[src/rtl/mem_arbiter.sv]
// Two-requester (instruction/data) arbiter in front of a single shared RAM port.
// Define ARB_STARVE_GUARD_EN to let a waiting instruction fetch win after STARVE_LIMIT consecutive data grants.
module mem_arbiter #(
    parameter int STARVE_LIMIT = 4,
    parameter int TIMEOUT      = 255
) (
    input  logic        CLK,
    input  logic        RST,
    input  logic        iREN,
    input  logic [31:0] iaddr,
    input  logic        dREN,
    input  logic        dWEN,
    input  logic [31:0] daddr,
    input  logic [31:0] dstore,
    output logic        ihit,
    output logic        dhit,
    output logic [31:0] iload,
    output logic [31:0] dload,
    output logic        ramREN,
    output logic        ramWEN,
    output logic [31:0] ramaddr,
    output logic [31:0] ramstore,
    input  logic        ram_ready,
    input  logic [31:0] ramload,
    output logic        timeout_err
);

    typedef enum logic [1:0] {IDLE, IGRANT, DGRANT} state_t;

    localparam logic [7:0] TIMEOUT_CNT = 8'(TIMEOUT);

    state_t      state_q, state_d;
    logic [31:0] addr_q, addr_d;
    logic [31:0] store_q, store_d;
    logic        wr_q, wr_d;
    logic [7:0]  wait_q, wait_d;
    logic        data_req;
    logic        instr_turn;

    assign data_req = dREN | dWEN;

`ifdef ARB_STARVE_GUARD_EN
    localparam logic [2:0] STARVE_CNT = 3'(STARVE_LIMIT);

    logic [2:0] starve_q, starve_d;

    assign instr_turn = iREN && (starve_q == STARVE_CNT);
`else
    assign instr_turn = 1'b0;
`endif

    always_comb begin
        state_d     = state_q;
        addr_d      = addr_q;
        store_d     = store_q;
        wr_d        = wr_q;
        wait_d      = wait_q;
`ifdef ARB_STARVE_GUARD_EN
        starve_d    = starve_q;
`endif
        ihit        = 1'b0;
        dhit        = 1'b0;
        iload       = '0;
        dload       = '0;
        ramREN      = 1'b0;
        ramWEN      = 1'b0;
        ramaddr     = '0;
        ramstore    = '0;
        timeout_err = 1'b0;

        case (state_q)
            IDLE: begin
                wait_d = '0;
                if (data_req && !instr_turn) begin
                    state_d = DGRANT;
                    addr_d  = daddr;
                    store_d = dstore;
                    wr_d    = dWEN;
`ifdef ARB_STARVE_GUARD_EN
                    // Saturates so a late instruction request still sees the limit.
                    if (starve_q != STARVE_CNT) starve_d = starve_q + 3'd1;
`endif
                end else if (iREN) begin
                    state_d = IGRANT;
                    addr_d  = iaddr;
                    store_d = '0;
                    wr_d    = 1'b0;
`ifdef ARB_STARVE_GUARD_EN
                    starve_d = '0;
`endif
                end
            end

            IGRANT: begin
                ramREN  = 1'b1;
                ramaddr = addr_q;
                if (wait_q == TIMEOUT_CNT) begin
                    timeout_err = 1'b1;
                    state_d     = IDLE;
                end else if (ram_ready) begin
                    ihit    = 1'b1;
                    iload   = ramload;
                    state_d = IDLE;
                end else begin
                    wait_d = wait_q + 8'd1;
                end
            end

            DGRANT: begin
                ramREN   = !wr_q;
                ramWEN   = wr_q;
                ramaddr  = addr_q;
                ramstore = store_q;
                if (wait_q == TIMEOUT_CNT) begin
                    timeout_err = 1'b1;
                    state_d     = IDLE;
                end else if (ram_ready) begin
                    dhit    = 1'b1;
                    dload   = wr_q ? 32'd0 : ramload;
                    state_d = IDLE;
                end else begin
                    wait_d = wait_q + 8'd1;
                end
            end

            default: state_d = IDLE;
        endcase
    end

    always_ff @(posedge CLK) begin
        if (RST) begin
            state_q  <= IDLE;
            addr_q   <= '0;
            store_q  <= '0;
            wr_q     <= 1'b0;
            wait_q   <= '0;
`ifdef ARB_STARVE_GUARD_EN
            starve_q <= '0;
`endif
        end else begin
            state_q  <= state_d;
            addr_q   <= addr_d;
            store_q  <= store_d;
            wr_q     <= wr_d;
            wait_q   <= wait_d;
`ifdef ARB_STARVE_GUARD_EN
            starve_q <= starve_d;
`endif
        end
    end

endmodule

[config.mk]
export PLATFORM = sky130hd
export DESIGN_NAME = mem_arbiter
export DESIGN_NICKNAME = d
export VERILOG_FILES = /design/src/rtl/mem_arbiter.sv
export SDC_FILE = /design/constraint.sdc
export NUM_CORES = 1
export LEC_CHECK = 0
export ABC_AREA = 1
export BUFFER_PORTS_ARGS = -buffer_cell sky130_fd_sc_hd__buf_4
export CAP_MARGIN = 20
export CORE_MARGIN = 1.5
export CORE_UTILIZATION = 39
export DETAILED_ROUTE_END_ITERATION = 10
export PLACE_DENSITY_LB_ADDON = 0.12
export SLEW_MARGIN = 10
export SYNTH_ARGS = -nofsm -noshare
export SYNTH_HDL_FRONTEND = slang
export SYNTH_SLANG_ARGS = --single-unit
export TNS_END_PERCENT = 10
[constraint.sdc]
create_clock -name CLK -period 1.6 [get_ports CLK]
set_input_delay 0.24 -clock CLK [delete_from_list [all_inputs] [get_ports CLK]]
set_output_delay 0.24 -clock CLK [all_outputs]
set_load 0.01 [all_outputs]
# After elaboration in Yosys (flattened, before gate mapping)

Cells that the tools add are included.

Output and inout bits: 133
Bits of input ports: 134
Flip-flop bits (word level): 75
Logic and storage cells: 53

$add $sub $neg: 1
Muxes and demuxes: 31
Equality and inequality tests: 7
Bitwise operators: 1
Reduce and logical (&&, ||, !) cells: 8

Operator list:

| operator                                                                | number |
|---|---|
| 32-bit two-way mux                                                      | 13 |
| 8-bit two-way mux                                                       | 2 |
| 8-bit case mux with 2 select lines                                      | 1 |
| 1-bit two-way mux                                                       | 9 |
| 8-bit by 1-bit adder with 8-bit output, second input constant           | 1 |
| 8-bit == test, second input constant                                    | 1 |
| 2-bit two-way mux                                                       | 4 |
| 2-bit inequality test, second input constant                            | 2 |
| 2-bit case mux with 2 select lines                                      | 1 |
| 2-bit AND reduction                                                     | 2 |
| 2-bit nonzero test                                                      | 2 |
| 3-bit by 1-bit inequality test with 1-bit output, second input constant | 1 |
| 3-bit inequality test, second input constant                            | 1 |
| 3-bit AND reduction                                                     | 1 |
| 2-bit by 1-bit == test with 1-bit output, second input constant         | 1 |
| 2-bit == test, second input constant                                    | 1 |
| 2-bit zero test                                                         | 1 |
| 1-bit case mux with 2 select lines                                      | 1 |
| 2-bit OR reduction                                                      | 1 |
| 1-bit zero test                                                         | 1 |
| 1-bit bitwise OR                                                        | 1 |

# Longest topological paths before layout

Depth after elaboration: 4
Depth in mapped cells: 8
Gate-level depth less buffers: 8

# Worst setup path after synthesis

No wires, ideal clock.

Path type: flip-flop to output port
Start point: reg state_q[0]
End point: out dload[12]
Stages on the path, launching flop included: 9
Setup slack: -0.126 ns
Data arrival time: 1.486 ns
Cells stage by stage: dfxtp_1 -> inv_1 -> ha_1 -> buf_2 -> inv_1 -> or2_1 -> buf_2 -> buf_6 -> nor3_1

Cells in the longest elaborated chain, start to end: 2

RTL lines:

| item                   | RTL line | RTL |
|---|---|---|
| from (decl)            | 32       | `state_t state_q, state_d;` |
| from (signal assigned) | 141      | `state_q <= state_d;` |
| 2-bit == test          | 71       | `case (state_q)` |
| 32-bit two-way mux     | 71       |  |
| to (decl)              | 18       | `output logic [31:0] dload,` |

Every way passes these cells.

# Worst setup path after layout

Start point: reg state_q[1]
End point: out dload[29]

The elaborated chain is that of the path after synthesis.

==> results.yml <==
run_status:
  status: "finished, violations left"
  violations: "negative setup slack"
final_layout:
  drive_gt1_share_pct: 41.6
  fin_cells: 1099
  antenna_cells: 0
  area_delta_synth_final_pct: 76.7
  finish.utilization_pct: 70.8
  nNetsFinal: 1094
worst_hold_path:
  hold_end: "wr_q"
  min_path_type: "primary input to flop"
  holdPathStages: 3
  hold_start: "dWEN"
routing:
  drc: 0
  vias: 5257
  dr.pass1.iters: 4
  via_per_inst: 4.78
  totalWireLength_um: 15600
  drt_iter0_markers: 354
  drtAntennaViolNets: 0
  avgRoutedWirePerCell_um: 14.2
critical_path:
  cp_max_fo: 6
  r2r-start: "state_q[0]"
  startpoint_type: "flop"
  cp.required_ns: 1.36
  r2r_setup_slack_ns: -0.05
  r2r_end: "wait_q[0]"
  critPathKind: "flop to primary output"
  reg2regPathDepth: 10
  arrival_ns: 1.73
  critPathCaptureType: "primary output"
  crit_start: "state_q[1]"
clock_tree:
  clk_pin_slew_worst_paths_ns: 0.07
  clock-sinks: 75
  clock_latency_ns: 0.35
  cts_made_buffers: 9
  clk_path_buf_depth: 2
  ctsHoldBuffers: 0
  cts_root_buffer: "clkbuf_8"
  cts_tree: "yes"
  htree_levels: 3
floorplan:
  rows: 38
  die_y_um: 109
  core-area_sq_um: 10800
  dieWidth_um: 109
  io_pins: 267
  initial_core_util_pct: 40.1
  die_area_sq_um: 11800
place:
  gp_congestion: 0.826
  dp_hpwl_um: 10700
  dp_cells: 1068
  port_buffers: 266
global_routing:
  grt_pass1_vias: 4957
  grt.total_usage_pct: 24.8
  antenna_found_initial: 0
  grt.overflow.total: 0
  grt_pass1_wl_um: 23100
  grt_start_max_net_pins: 42
synth:
  yosysTopAreaCell: "dfxtp_1"
  avgSynthCellArea_sq_um: 6.39
  synth_warnings: 0
  synth_top_area_share_pct: 34.6
  synthDistinctLibCells: 27
  synth_seq_area_share_pct: 34.6
  synth-seq-cells: 75
  syn_area_sq_um: 4350
  post_synth_inst_count: 680
  synthArstFlopShare_pct: 0
  syn_nets: 819
  ys.flop_type: "dfxtp_1"
  synth-edff-count: 0
  synth.area.top_cells: "dfxtp_1 (35%), nand2_1 (19%), inv_1 (10%)"
sta:
  hold_viol_final: 0
  fin_ws_ns: -0.369
  drv_slew: 0
  holdWs_ns: 0.148
  rsz0062_at_grt: "yes"
  max_freq_mhz: 508
  timing.slew.headroom_pct: 75.6
  fin_crit_ns: 1.97
  finClkSkew_ns: 0.00670
  min_period_over_period_pct: 123
  worst_pin_slew_ns: 0.365
  setup_viol: 134
run:
  drv_cap: 0
power:
  leakagePower_nw: 4.52
  ir_drop_mv: 0.475
  p_per_area_nw_per_um2: 862
## placed cells by master, fill, tap and decap left out, drive strengths merged
cell type,instances
buf,308
nand2,222
inv,122
dfxtp,75
nor2,54
nand3,43
a21oi,40
o211a,32
nor3,32
clkbuf,11
o21ai,6
ha,5
clkinv,4
or2,1
nand3b,1
xor2,1
nand4,1
bufinv,1
## timing repair
| item | CTS | global route |
|---|---|---|
| endpoints found under the setup margin | 168 | 166 |
| cloned | 6 | 1 |
| hold endpoints to repair | 0 | 0 |
| gates resized for setup | 47 | 50 |
| pin swaps | 19 | 11 |
| setup buffers | 5 | 5 |
## logic make-up (layout without fill, tap and decap cells)
logic type	count (synthesis)	in the layout	synth area share (%)
adder cells (fa/ha/maj)	5	5	1.44
buffers and inverters	167	446	16.7
AND/OR/NAND/NOR	354	354	34.3
AO/OA/AOI/OAI	78	78	12.8
XOR/XNOR	1	1	0.202
flip-flops	75	75	34.6
## cell type report
type / instances / area (sq um)
Fill cell: 877 / 3160
Timing Repair Buffer: 309 / 2740
Multi-Input combinational cell: 438 / 2600
Sequential cell: 75 / 1510
Inverter: 122 / 463
Tap cell: 140 / 175
Clock buffer: 10 / 138
Clock inverter: 5 / 53.8
## report_power, final
part | switching [W] | internal [W]
clock network | 0.000682 | 0.000749
registers | 0.000155 | 0.00215
logic | 0.00151 | 0.00137
total | 0.00235 | 0.00427
## registers in the layout, indices dropped and copies added (netlist names)
signal   flops
wr_q         1
wait_q       8
addr_q      32
store_q     32
state_q      2
## metrics by stage
| step | TNS, ns | setup WS, ns | total power, W | cell area, sq um |
|---|---|---|---|---|
| 5_1_grt | -39.28 | -0.429 | 0.00701 | 7680 |
| 3_3_place_gp | 0 | 0.0191 | 0.00475 | 6890 |
| 4_1_cts | -30.48 | -0.342 | 0.00651 | 7470 |
| 3_5_place_dp | -1.54 | -0.0777 | 0.00481 | 6890 |
| 6_report | -28.21 | -0.369 | 0.00662 | 7680 |
| 2_1_floorplan | -0.0209 | -0.0209 | 0.00388 | 4720 |
## synth_stat cells, types with 4 or more instances
| master | count |
|---|---|
| a21oi_1 | 38 |
| buf_2 | 19 |
| buf_6 | 8 |
| nand3_1 | 41 |
| nor3_1 | 30 |
| clkbuf_1 | 14 |
| inv_1 | 121 |
| o21ai_0 | 5 |
| o211a_1 | 32 |
| nand2_1 | 218 |
| dfxtp_1 | 75 |
| nor2_1 | 50 |
| ha_1 | 5 |
| nand2_2 | 4 |
| buf_4 | 4 |
## worst max path at each step
stage                  endpoint  slack (ns)  cells after the start
finish                dload[29]       -0.37                      6
detailed placement  store_q[24]       -0.08                      7
CTS                    dload[4]       -0.34                      9
floorplan                  dhit       -0.02                      7
global route          dload[29]       -0.43                      7
global placement      dload[21]        0.02                      8
## metal layers
metal	wire length, um	global-route usage, %
met1	5930	27.8
met5	0	0
met4	311	9.12
met3	1020	4.88
met2	8330	46.0
## critical path, stage by stage (launching register included)
cell and delay, ns:
dfxtp_4 0.38, ha_4 0.14, inv_2 0.03, or2_4 0.32, clkbuf_16 0.20, nor3_4 0.19, buf_6 0.13
No activity file was read; power rests on OpenSTA's default activity.
